==> src/rtl/ibex_rf_write_sched.sv <==
// ============================================================================
// ibex_rf_write_sched : register-file write-port scheduler with reset clear
// Rev 1.0
// ============================================================================
`default_nettype none

module ibex_rf_write_sched #(
  parameter int unsigned            RV32E          = 0,
  parameter int unsigned            DATA_WIDTH     = 32,
  parameter logic [DATA_WIDTH-1:0]  WORD_ZERO_VAL  = '0,
  parameter bit                     CLEAR_ON_RESET = 1'b1,
  parameter int unsigned            STARVE_LIMIT   = 2
) (
  input  logic                  clk_i,
  input  logic                  rst_ni,
  input  logic                  ex_we_i,
  input  logic [4:0]            ex_waddr_i,
  input  logic [DATA_WIDTH-1:0] ex_wdata_i,
  input  logic                  lsu_valid_i,
  output logic                  lsu_ready_o,
  input  logic [4:0]            lsu_waddr_i,
  input  logic [DATA_WIDTH-1:0] lsu_wdata_i,
  output logic                  init_done_o,
  output logic                  lsu_pend_o,
  output logic [4:0]            lsu_pend_addr_o,
  output logic                  ex_stall_req_o,
  output logic                  rf_we_o,
  output logic [4:0]            rf_waddr_o,
  output logic [DATA_WIDTH-1:0] rf_wdata_o
);

  localparam int unsigned      c_NUM_REGS = (RV32E != 0) ? 16 : 32;
  localparam logic [4:0]       c_LAST_REG = 5'(c_NUM_REGS - 1);
  localparam int unsigned      c_AGE_W    = $clog2(STARVE_LIMIT + 2);
  localparam logic [c_AGE_W-1:0] c_STARVE = c_AGE_W'(STARVE_LIMIT);
  localparam logic [c_AGE_W-1:0] c_AGE_MAX = '1;

  typedef enum logic [0:0] {
    ST_CLEAR = 1'b0,
    ST_RUN   = 1'b1
  } state_t;

  state_t                r_state, w_state_nxt;
  logic [4:0]            r_cnt, w_cnt_nxt;
  logic                  r_buf_valid, w_buf_valid_nxt;
  logic [4:0]            r_buf_addr, w_buf_addr_nxt;
  logic [DATA_WIDTH-1:0] r_buf_data, w_buf_data_nxt;
  logic [c_AGE_W-1:0]    r_age, w_age_nxt;
  logic                  r_we, w_we_nxt;
  logic [4:0]            r_waddr, w_waddr_nxt;
  logic [DATA_WIDTH-1:0] r_wdata, w_wdata_nxt;
  logic                  r_ready, w_ready_nxt;
  logic                  r_stall, w_stall_nxt;
  logic                  r_init_done, w_init_done_nxt;
  logic                  w_ex_ok, w_lsu_acc, w_lsu_ok;

  function automatic logic f_legal(input logic [4:0] a);
    return (a != 5'd0) && ((RV32E == 0) || !a[4]);
  endfunction

  assign w_ex_ok   = ex_we_i && f_legal(ex_waddr_i);
  assign w_lsu_acc = lsu_valid_i && r_ready;
  assign w_lsu_ok  = f_legal(lsu_waddr_i);

  always_ff @(posedge clk_i or negedge rst_ni) begin
    if (!rst_ni) begin
      r_state     <= CLEAR_ON_RESET ? ST_CLEAR : ST_RUN;
      r_cnt       <= 5'd1;
      r_buf_valid <= 1'b0;
      r_buf_addr  <= 5'd0;
      r_buf_data  <= '0;
      r_age       <= '0;
      r_we        <= 1'b0;
      r_waddr     <= 5'd0;
      r_wdata     <= WORD_ZERO_VAL;
      r_ready     <= 1'b0;
      r_stall     <= 1'b0;
      r_init_done <= !CLEAR_ON_RESET;
    end else begin
      r_state     <= w_state_nxt;
      r_cnt       <= w_cnt_nxt;
      r_buf_valid <= w_buf_valid_nxt;
      r_buf_addr  <= w_buf_addr_nxt;
      r_buf_data  <= w_buf_data_nxt;
      r_age       <= w_age_nxt;
      r_we        <= w_we_nxt;
      r_waddr     <= w_waddr_nxt;
      r_wdata     <= w_wdata_nxt;
      r_ready     <= w_ready_nxt;
      r_stall     <= w_stall_nxt;
      r_init_done <= w_init_done_nxt;
    end
  end

  always_comb begin
    w_state_nxt     = r_state;
    w_cnt_nxt       = r_cnt;
    w_buf_valid_nxt = r_buf_valid;
    w_buf_addr_nxt  = r_buf_addr;
    w_buf_data_nxt  = r_buf_data;
    w_we_nxt        = 1'b0;
    w_waddr_nxt     = r_waddr;
    w_wdata_nxt     = r_wdata;

    case (r_state)
      ST_CLEAR: begin
        w_we_nxt    = 1'b1;
        w_waddr_nxt = r_cnt;
        w_wdata_nxt = WORD_ZERO_VAL;
        w_cnt_nxt   = r_cnt + 5'd1;
        if (r_cnt == c_LAST_REG) begin
          w_state_nxt = ST_RUN;
        end
      end
      ST_RUN: begin
        if (w_ex_ok) begin
          w_we_nxt    = 1'b1;
          w_waddr_nxt = ex_waddr_i;
          w_wdata_nxt = ex_wdata_i;
          // The EX result is younger than a buffered load to the same register.
          if (r_buf_valid && (r_buf_addr == ex_waddr_i)) begin
            w_buf_valid_nxt = 1'b0;
          end
          if (w_lsu_acc && w_lsu_ok) begin
            w_buf_valid_nxt = 1'b1;
            w_buf_addr_nxt  = lsu_waddr_i;
            w_buf_data_nxt  = lsu_wdata_i;
          end
        end else if (r_buf_valid) begin
          w_we_nxt        = 1'b1;
          w_waddr_nxt     = r_buf_addr;
          w_wdata_nxt     = r_buf_data;
          w_buf_valid_nxt = 1'b0;
        end else if (w_lsu_acc && w_lsu_ok) begin
          w_we_nxt    = 1'b1;
          w_waddr_nxt = lsu_waddr_i;
          w_wdata_nxt = lsu_wdata_i;
        end
      end
      default: w_state_nxt = ST_RUN;
    endcase

    if (w_buf_valid_nxt && r_buf_valid) begin
      w_age_nxt = (r_age == c_AGE_MAX) ? r_age : r_age + c_AGE_W'(1);
    end else begin
      w_age_nxt = '0;
    end

    w_stall_nxt     = w_buf_valid_nxt && (w_age_nxt >= c_STARVE);
    w_ready_nxt     = (w_state_nxt == ST_RUN) && !w_buf_valid_nxt;
    w_init_done_nxt = r_init_done || (r_state == ST_RUN);
  end

  assign lsu_ready_o     = r_ready;
  assign init_done_o     = r_init_done;
  assign lsu_pend_o      = r_buf_valid;
  assign lsu_pend_addr_o = r_buf_valid ? r_buf_addr : 5'd0;
  assign ex_stall_req_o  = r_stall;
  assign rf_we_o         = r_we;
  assign rf_waddr_o      = r_waddr;
  assign rf_wdata_o      = r_wdata;

endmodule

`default_nettype wire

==> config.mk <==
export PLATFORM = sky130hd
export DESIGN_NAME = ibex_rf_write_sched
export DESIGN_NICKNAME = d
export VERILOG_FILES = /design/src/rtl/ibex_rf_write_sched.sv
export SDC_FILE = /design/constraint.sdc
export NUM_CORES = 1
export LEC_CHECK = 0
export BUFFER_PORTS_ARGS = -buffer_cell sky130_fd_sc_hd__buf_4
export CELL_PAD_IN_SITES_DETAIL_PLACEMENT = 1
export CELL_PAD_IN_SITES_GLOBAL_PLACEMENT = 1
export CORE_AREA = 2 2 110 112
export DETAILED_ROUTE_END_ITERATION = 12
export DIE_AREA = 0 0 112 114
export PLACE_DENSITY = 0.83
export SYNTH_ARGS = -nofsm -noshare
export SYNTH_HDL_FRONTEND = slang
export SYNTH_SLANG_ARGS = --single-unit
==> constraint.sdc <==
create_clock -name clk_i -period 1.5 [get_ports clk_i]
set_input_delay 0.075 -clock clk_i [delete_from_list [all_inputs] [get_ports clk_i]]
set_output_delay 0.075 -clock clk_i [all_outputs]
set_load 0.05 [all_outputs]
==> out/qor.yml, run 1 <==
final_core_util: 0.5622
cts_htree_levels: 3
syn_avg_cell_area_um2: 13.44
grt_pass1_vias: 3803
ys_types: 38
drc: 0
worstMarginPinSlew_ns: 0.4886
yosys_warnings: 0
rsz0062_at_grt: "yes"
diodes: 0
cp_data_required_time_ns: 1.72
cts-root-buf: "clkbuf_16"
r2r_slack_ns: -0.03
pre_cts_ws_ns: -0.4127
ys_ff_latch: 87
hp-class: "primary input to flop"
place_hpwl_um: 8633
finalWorstSetupSlack_ns: -0.03665
cts_buffers: 9
nNetsFinal: 581
mostFrequentLayoutCells: "buf_4 (146), dfrtp_1 (83), mux2_2 (72)"
violations: "negative setup slack"
outcome: "complete, but fails checks"
cts_tree: "done"
start_util: 0.3615
die_w_um: 112
fillers: 1170
grt-ovfl-total: 0
insertion_delay_ns: 0.34
worstPathArrival_ns: 1.76
grt_pass1_wl_um: 20490
regArea_mm2: 0.002182
path_clk_slew_ns: 0.06
max-cap-violations: 0
drtIter0Drc: 97
die_area_mm2: 0.01277
p_leak_nw: 2.973
synth_ff_type: "dfrtp_1"
die_h_um: 114
slew_headroom: 0.6700
setup.worst_path.class: "primary input to flop"
hold_viol: 0
core_mm2: 0.01171
final_max_slew_viol_count: 0
antenna_found_initial: 0
grt_max_degree: 50
crit_fanout: 6
globalRouteTotalUtil: 0.2061
powerDensity_mw_per_mm2: 1250
final_common_cell: "buf_4"
via_count: 3417
endpoint_kind: "flop"
synth_edf_count: 0
ir_drop_mv: 0.6083
finalPower_w: 0.008229
final.setup.tns_ns: -0.08647
postRouteAntennaNets: 0
drive_gt1_frac: 0.5988
final.period_utilization: 1.024
async_flop_share: 1.000
avgRoutedWirePerCell_um: 19.94
period_minus_slack_ns: 1.537
synth_top_area_frac: 0.5083
synth_seq_area_share: 0.5145
drt-total-wl_um: 13020
setup_viol: 8
multi_input_area_mm2: 0.002145
io_buffer_count: 124
synthTopCellsByArea: "dfrtp_1 (51%), mux2_2 (20%), mux2i_1 (7.6%)"
cts_buffer_depth: 2
syn_to_final_growth_pct: 55.50
via_per_inst: 5.233
cp-start-kind: "primary input"
syn_area_mm2: 0.004234
num_rows: 40
synthesis.nets: 395
clock-sinks: 87
io_pins: 125
place_congestion: 0.8899
max_freq_ghz: 0.6508
yosysTopAreaCell: "dfrtp_1"
finalClockSkew_ns: 0.006363
dr.pass1.iters: 4
syn_inst: 315
-- repair_timing --
action	in CTS	in global routing
endpoints found under the hold margin	117	1
resized for setup	15	12
cloned	1	1
hold buffers	32	1
pin swaps	4	0
endpoints found under the setup margin	45	59
buffers inserted	5	2
-- cell type report --
type,instances,share of cell area
clock buffers,12,0.03896
multi-input cells,201,0.3257
well taps,147,0.02794
flip-flops and latches,87,0.3314
clock inverters,4,0.004371
inverters,3,0.001710
repair buffers,199,0.2699
-- stage by stage --
step / instances / hold slack (ns) / instance area, um2
after floorplan: 315 / -0.2206 / 4463
after global placement: 595 / -0.1064 / 5748
after detailed placement: 595 / -0.1068 / 5748
after CTS: 649 / 0.001405 / 6481
after global routing: 653 / 0.009124 / 6584
final: 653 / 0.01120 / 6584
-- final timing paths --
path | startpoint | to | cells after the start
worst max-delay path | ex_waddr_i[2] | rf_waddr_o[0] | 6
worst min-delay path | ex_wdata_i[20] | rf_wdata_o[20] | 3
worst max register to register | lsu_ready_o | rf_waddr_o[0] | 4
worst min register to register | r_age[0] | r_age[0] | 1
max in group asynchronous | rst_ni | rf_wdata_o[30] | 3
min in group asynchronous | rst_ni | rf_waddr_o[1] | 2
-- synthesized netlist by cell type, types with 3 or more instances --
cell and count:
dfrtp_1 86, mux2i_1 32, and2_1 5, o32ai_1 3
xnor2_1 8, buf_6 4, mux2_2 77, o21ai_0 4
buf_1 3, o2bb2ai_1 33, inv_1 3, clkbuf_1 7
nor4_1 3, a31oi_1 4, a21oi_1 6, buf_2 9
-- state kept, by name, summed over array words and instances (netlist names) --
name and cells:
rf_we_o 1, lsu_ready_o 1, r_cnt 5, rf_waddr_o 5, rf_wdata_o 32, r_age 2
ex_stall_req_o 1, init_done_o 1, r_buf_data 32, r_buf_addr 5, r_state 1, lsu_pend_o 1
-- routing by layer --
metal	vias up	part of all wire	track usage
met3	21	0.047	0.04888
li1	1561	-	-
met2	98	0.54	0.3705
met1	1737	0.40	0.2432
met5	-	0	0
met4	0	0.013	0.06992
-- worst max-delay path: stages --
cell and delay (ns):
buf_4 0.11, or4_4 0.53, o21a_4 0.25, nor4b_4 0.27, buf_6 0.19, mux2_2 0.33
-- power breakdown --
part	leakage, nW	total [W]	internal (W)	switching [W]
sequential	1.04	0.00312	0.00280	0.000319
combinational	1.80	0.00294	0.00132	0.00163
clock	0.135	0.00216	0.00122	0.000943
-- kinds of logic (layout without fill, tap and decap cells) --
family                     Yosys count  in the layout  share of synthesized area
buffers and inverters               27            218                    0.03457
muxes                              109            109                     0.2804
and+or+nand+nor                     25             25                    0.03990
DFF                                 87             87                     0.5145
adders and majority gates            2              2                   0.005909
AOI/OAI and AO/OA                   57             57                     0.1082
xor gates and xnor gates             8              8                    0.01655
Power figures use the tool's default switching activity.
==> inputs of run 2 (changes only) <==
--- a/constraint.sdc
+++ b/constraint.sdc
@@ -3,2 +3,2 @@
 set_output_delay 0.075 -clock clk_i [all_outputs]
-set_load 0.05 [all_outputs]
+set_load 0.02 [all_outputs]
==> run 2 against run 1 <==
Effect of this change:
- the run still ends with negative setup slack left
- sequential power is essentially flat
- via count grew 0.41%
- sequential share of layout area grew 0.27 points
- count of clock-buffer cells in the layout is the same
- die area is the same
- register-to-register slack lost 0.04 ns
- cell count shrank 0.92%
- utilization shrank 0.51 points
- design area shrank 0.91%
- critical endpoint unchanged
- critical path depth shrank 2
- non-clock buffer count shrank 6
- critical path type is now flop to flop
==> out/qor.yml, run 2 (synthesized netlist as in run 1, its figures left out) <==
path_clk_slew_ns: 0.07  # about the same
final.setup.tns_ns: -0.4554  # -0.3690 ns
io_buffer_count: 124  # unchanged
pre_cts_ws_ns: -0.4417  # -0.02899 ns
violations: "negative setup slack"
die_w_um: 112  # unchanged
hold_viol: 0  # unchanged
cts-root-buf: "clkbuf_16"
worstPathArrival_ns: 1.78  # +0.02 ns
place_hpwl_um: 8287  # -4.0%
period_minus_slack_ns: 1.567  # +0.03062 ns
max_stage_delay_ns: 0.52  # about the same
crit_start: "lsu_pend_o"
powerDensity_mw_per_mm2: 1223  # -2.1%
cp_data_required_time_ns: 1.71  # about the same
io_pins: 125  # unchanged
outcome: "complete, but fails checks"
ir_drop_mv: 0.6336  # +4.2%
postRouteAntennaNets: 0  # unchanged
grt_max_degree: 88  # +76%
endpoint_kind: "flop"
drt-total-wl_um: 12690  # -2.6%
rsz0062_at_grt: "yes"
crit_fanout: 8  # +2
max_freq_ghz: 0.6381  # -2.0%
place_congestion: 0.8267  # -7.1%
globalRouteTotalUtil: 0.1979  # -0.008160
fin_hold_ws_ns: 0.01843  # +0.007222 ns
grt_pass1_wl_um: 19760  # -3.5%
via_count: 3431  # +0.41%
final_common_cell: "buf_4"
via_per_inst: 5.303  # +1.3%
core_mm2: 0.01171  # unchanged
diodes: 0  # unchanged
cts_buffer_depth: 2  # unchanged
start_util: 0.3615  # unchanged
syn_to_final_growth_pct: 54.08
dr.pass1.iters: 4  # unchanged
die_area_mm2: 0.01277  # unchanged
nNetsFinal: 575  # -1.0%
holdCritStartpoint: "ex_wdata_i[20]"
worstPathCellList: "mux2_4, a32oi_2, a21oi_1, mux2_4"
cts_tree: "done"
cts_htree_levels: 3  # unchanged
final.period_utilization: 1.045  # +0.02042
p_leak_nw: 2.960  # -0.44%
finalClockSkew_ns: 0.008464  # +0.002101 ns
num_rows: 40  # unchanged
setup_viol: 23  # +15
drtIter0Drc: 111  # +14%
final_core_util: 0.5571  # -0.005128
drive_gt1_frac: 0.5780  # -0.02081
worstMarginPinSlew_ns: 0.4814  # -0.007167 ns
insertion_delay_ns: 0.34  # about the same
slew_headroom: 0.6791  # +0.009039
grt-ovfl-total: 0  # unchanged
clock-sinks: 87  # unchanged
die_h_um: 114  # unchanged
final_max_slew_viol_count: 0  # unchanged
grt_pass1_vias: 3766  # -0.97%
drc: 0  # unchanged
antenna_found_initial: 0  # unchanged
avgRoutedWirePerCell_um: 19.61  # -1.7%
mostFrequentLayoutCells: "buf_4 (144), dfrtp_1 (85), mux2_2 (64)"
crit_top_cell: "mux2_4"
setup.worst_path.class: "flop to flop"
finalWorstSetupSlack_ns: -0.06727  # -0.03062 ns
worst_path_max_delay_cell: "dfrtp_2"
r2r_start: "lsu_pend_o"
max-cap-violations: 0  # unchanged
hp-class: "primary input to flop"
cp-start-kind: "flop"
cts_buffers: 9  # unchanged
run 2: changes by cell type in the layout (fill, tap and decap cells not counted), moves of 5 or more:
cell,delta
mux2_4,+8
o2bb2ai_2,-5
mux2_2,-8
o2bb2ai_1,+5
run 2: final timing paths:
| path | end | slack [ns] | cells after the start |
|---|---|---|---|
| worst min-delay path | rf_wdata_o[20] | 0.02 | 3 |
| worst min register to register | init_done_o | 0.48 | 1 |
| worst max-delay path | rf_waddr_o[0] | -0.07 | 4 |
| min in group asynchronous | r_buf_addr[1] | 0.33 | 3 |
| max in group asynchronous | lsu_pend_o | 0.80 | 3 |
| worst max register to register | rf_waddr_o[0] | -0.07 | 4 |
run 2: stage by stage:
| stage | area, um2 | power (W) | cells |
|---|---|---|---|
| 6_report | 6524 | 0.007980 | 647 |
| 5_1_grt | 6524 | 0.008343 | 647 |
| 4_1_cts | 6395 | 0.007947 | 647 |
| 3_5_place_dp | 5633 | 0.005278 | 593 |
| 3_3_place_gp | 5633 | 0.005159 | 593 |
| 2_1_floorplan | 4374 | 0.004318 | 315 |
run 2: what timing repair did:
item / 4_1_cts / 5_1_grt
setup endpoints to repair: 44 / 46
pin swaps: 3 / 3
resized for setup: 10 / 29
buffers inserted: 5 / 1
endpoints found under the hold margin: 118 / 0
hold buffers: 33 / 0
run 2: critical path: cells and delay by family, from the launching register on:
family,cells,cell delay [ns]
AOI/OAI and AO/OA,2,0.31
muxes,2,0.62
DFF,1,0.52
run 2: area by class of cell:
type	instances	area, um2
clock inverter	4	76.32
fill	1174	5187
clock buffer	12	266.5
inverter	3	11.26
timing repair buffer	193	1662
multi-input combinational	201	2145
sequential	87	2180
tap	147	183.9
run 2: where the power goes:
part	total [W]	switching, W	leakage, nW	internal, W
clock	0.00253	0.000927	0.165	0.00160
sequential	0.00311	0.000310	1.04	0.00280
combinational	0.00234	0.00107	1.76	0.00127
total	0.00798	0.00231	2.96	0.00567
run 2: per-layer routing:
layer / share of wire / vias to the layer above / GRT usage
met5: 0 / - / 0
met3: 0.050 / 20 / 0.03826
met1: 0.41 / 1756 / 0.2354
met2: 0.52 / 115 / 0.3616
li1: - / 1540 / -
met4: 0.016 / 0 / 0.06423
==> inputs of run 3 (changes only) <==
- CORE_AREA: 2 2 110 112 -> 2 2 102 104
- DIE_AREA: 0 0 112 114 -> 0 0 104 106
- PLACE_DENSITY: 0.83 -> 0.91
- clock period: 1.5 -> 1.9 ns (I/O delays scaled with it)
==> run 3 against run 2 <==
Effect of this change:
- the flow now finishes without violations
- design area fell by 6.9%
- wire length rose by 0.74%
- via count fell by 3.5%
- cell count fell by 2.8%
- clock power fell by 46%
- sequential power fell by 21%
- die area fell by 14%
- flip-flop and latch count did not move
- combinational power fell by 27%
- non-clock buffer count fell by 7
==> out/qor.yml, run 3 (synthesized netlist as in run 1, its figures left out) <==
globalRouteTotalUtil: 0.2374  # +0.03951
period_minus_slack_ns: 1.810
max_stage_delay_ns: 0.56  # +0.04 ns
final.period_utilization: 0.9524
max_freq_ghz: 0.5526
finalWorstSetupSlack_ns: 0.09041  # +0.1577 ns
r2r_slack_ns: 0.14  # +0.21 ns
pre_cts_ws_ns: -0.07334  # +0.3683 ns
final_common_cell: "buf_4"
die_w_um: 104  # -7.1%
cts_resized: 0  # -10
via_count: 3312  # -3.5%
core_mm2: 0.01000  # -15%
cts_buffer_depth: 2  # unchanged
die_area_mm2: 0.01102  # -14%
mostFrequentLayoutCells: "buf_4 (141), dfrtp_1 (85), mux2_2 (77)"
setup.worst_path.class: "primary input to flop"
place_hpwl_um: 8639  # +4.2%
drc: 0  # unchanged
cp-start-kind: "primary input"
crit_top_cell: "buf_4"
via_per_inst: 5.266  # -0.71%
clock-sinks: 87  # unchanged
finalClockSkew_ns: 0.01044  # +0.001972 ns
avgRoutedWirePerCell_um: 20.32  # +3.6%
regToRegEndpoint: "rf_waddr_o[2]"
insertion_delay_ns: 0.35  # about the same
grt_pass1_wl_um: 20540  # +3.9%
syn_to_final_growth_pct: 43.41
r2r_start: "r_state"
worstPathCellList: "dlygate4sd3_1, buf_4, o311a_1, nor4b_4, buf_4, mux2_2"
num_rows: 37  # -7.5%
cp_data_required_time_ns: 2.13  # +0.42 ns
ir_drop_mv: 0.5226  # -18%
endpoint_kind: "flop"
hp-class: "primary input to flop"
antenna_found_initial: 0  # unchanged
path_clk_slew_ns: 0.10  # +0.03 ns
slew_headroom: 0.6193  # -0.05981
worstMarginPinSlew_ns: 0.5711  # +0.08971 ns
dp.cells: 575  # -3.0%
diodes: 0  # unchanged
crit_path_end: "rf_waddr_o[1]"
postRouteAntennaNets: 0  # unchanged
cts_buffers: 9  # unchanged
final_core_util: 0.6072  # +0.05018
io_buffer_count: 124  # unchanged
powerDensity_mw_per_mm2: 909.4  # -26%
io_pins: 125  # unchanged
fillers: 1046  # -11%
grt_pass1_vias: 3924  # +4.2%
cts-root-buf: "clkbuf_8"
place_congestion: 0.8808  # +6.5%
cts_htree_levels: 3  # unchanged
hold_viol: 0  # unchanged
final_max_slew_viol_count: 0  # unchanged
dr.pass1.iters: 4  # unchanged
crit_start: "lsu_waddr_i[3]"
cts_tree: "done"
max-cap-violations: 0  # unchanged
setup_viol: 0  # -100%
drive_gt1_frac: 0.5071  # -0.07090
crit_fanout: 4  # -4
grt-ovfl-total: 0  # unchanged
regArea_mm2: 0.002180  # unchanged
worst_path_max_delay_cell: "dlygate4sd3_1"
post_cts_buffers: 0  # -5
stdcell_count: 629  # -2.8%
p_leak_nw: 2.757  # -6.9%
drt-total-wl_um: 12780  # +0.74%
nNetsFinal: 568  # -1.2%
rsz0062_at_grt: "no"
worstPathArrival_ns: 2.04  # +0.26 ns
drtIter0Drc: 56  # -50%
die_h_um: 106  # -7.0%
multi_input_area_mm2: 0.001929  # -10%
r2r_cells: 4  # unchanged
fin_hold_ws_ns: 0.01095  # -0.007472 ns
start_util: 0.4234  # +0.06188
outcome: "completed"
grt_max_degree: 56  # -36%
cts_hold_buf: 38  # +15%
## run 3: changes by cell type in the layout (fill, tap and decap cells not counted), sizes merged
| cell | change |
|---|---|
| inv | +3 |
| dlygate4sd3 | +5 |
| clkinvlp | +1 |
| clkbuf | -3 |
| buf | -12 |
| bufinv | -1 |
## run 3: final cells by class
class / count / share of cell area
inverters: 3 / 0.001855
clock buffers: 9 / 0.02040
clock inverters: 7 / 0.01298
flip-flops and latches: 87 / 0.3590
well taps: 136 / 0.02802
multi-input cells: 201 / 0.3177
repair buffers: 186 / 0.2600
## run 3: worst min path at each step
stage	from	end	slack [ns]	cells past startpoint
2_1_floorplan	rst_ni	ex_stall_req_o	-0.20	0
3_3_place_gp	rst_ni	r_buf_data[11]	0.06	1
3_5_place_dp	rst_ni	rf_wdata_o[11]	0.07	1
4_1_cts	ex_wdata_i[14]	rf_wdata_o[14]	0.001	3
5_1_grt	ex_wdata_i[14]	rf_wdata_o[14]	0.005	3
6_report	ex_wdata_i[14]	rf_wdata_o[14]	0.01	3
## run 3: per-layer routing
metal,global-route usage,part of all wire,vias up
li1,-,-,1518
met1,0.2700,0.39,1658
met2,0.4511,0.54,112
met3,0.04476,0.043,24
met4,0.07046,0.021,0
met5,0,0,-
## run 3: metrics by stage
stage	TNS, ns	total power [W]	area [um2]
2_1_floorplan	0	0.003343	4234
3_3_place_gp	-0.6139	0.004000	5489
3_5_place_dp	-1.665	0.004113	5489
4_1_cts	0	0.005529	6072
5_1_grt	0	0.005775	6072
6_report	0	0.005522	6072
## run 3: report_power, final
part	total, W	internal, W	switching [W]
Sequential	0.00246	0.00221	0.000250
Clock	0.00136	0.000625	0.000740
Combinational	0.00170	0.000899	0.000799
## run 3: worst max-delay path, delay by kind of cell
family,cells,cell delay [ns]
buf+inv,3,0.89
compound gates,1,0.44
mux,1,0.35
simple gates,1,0.26
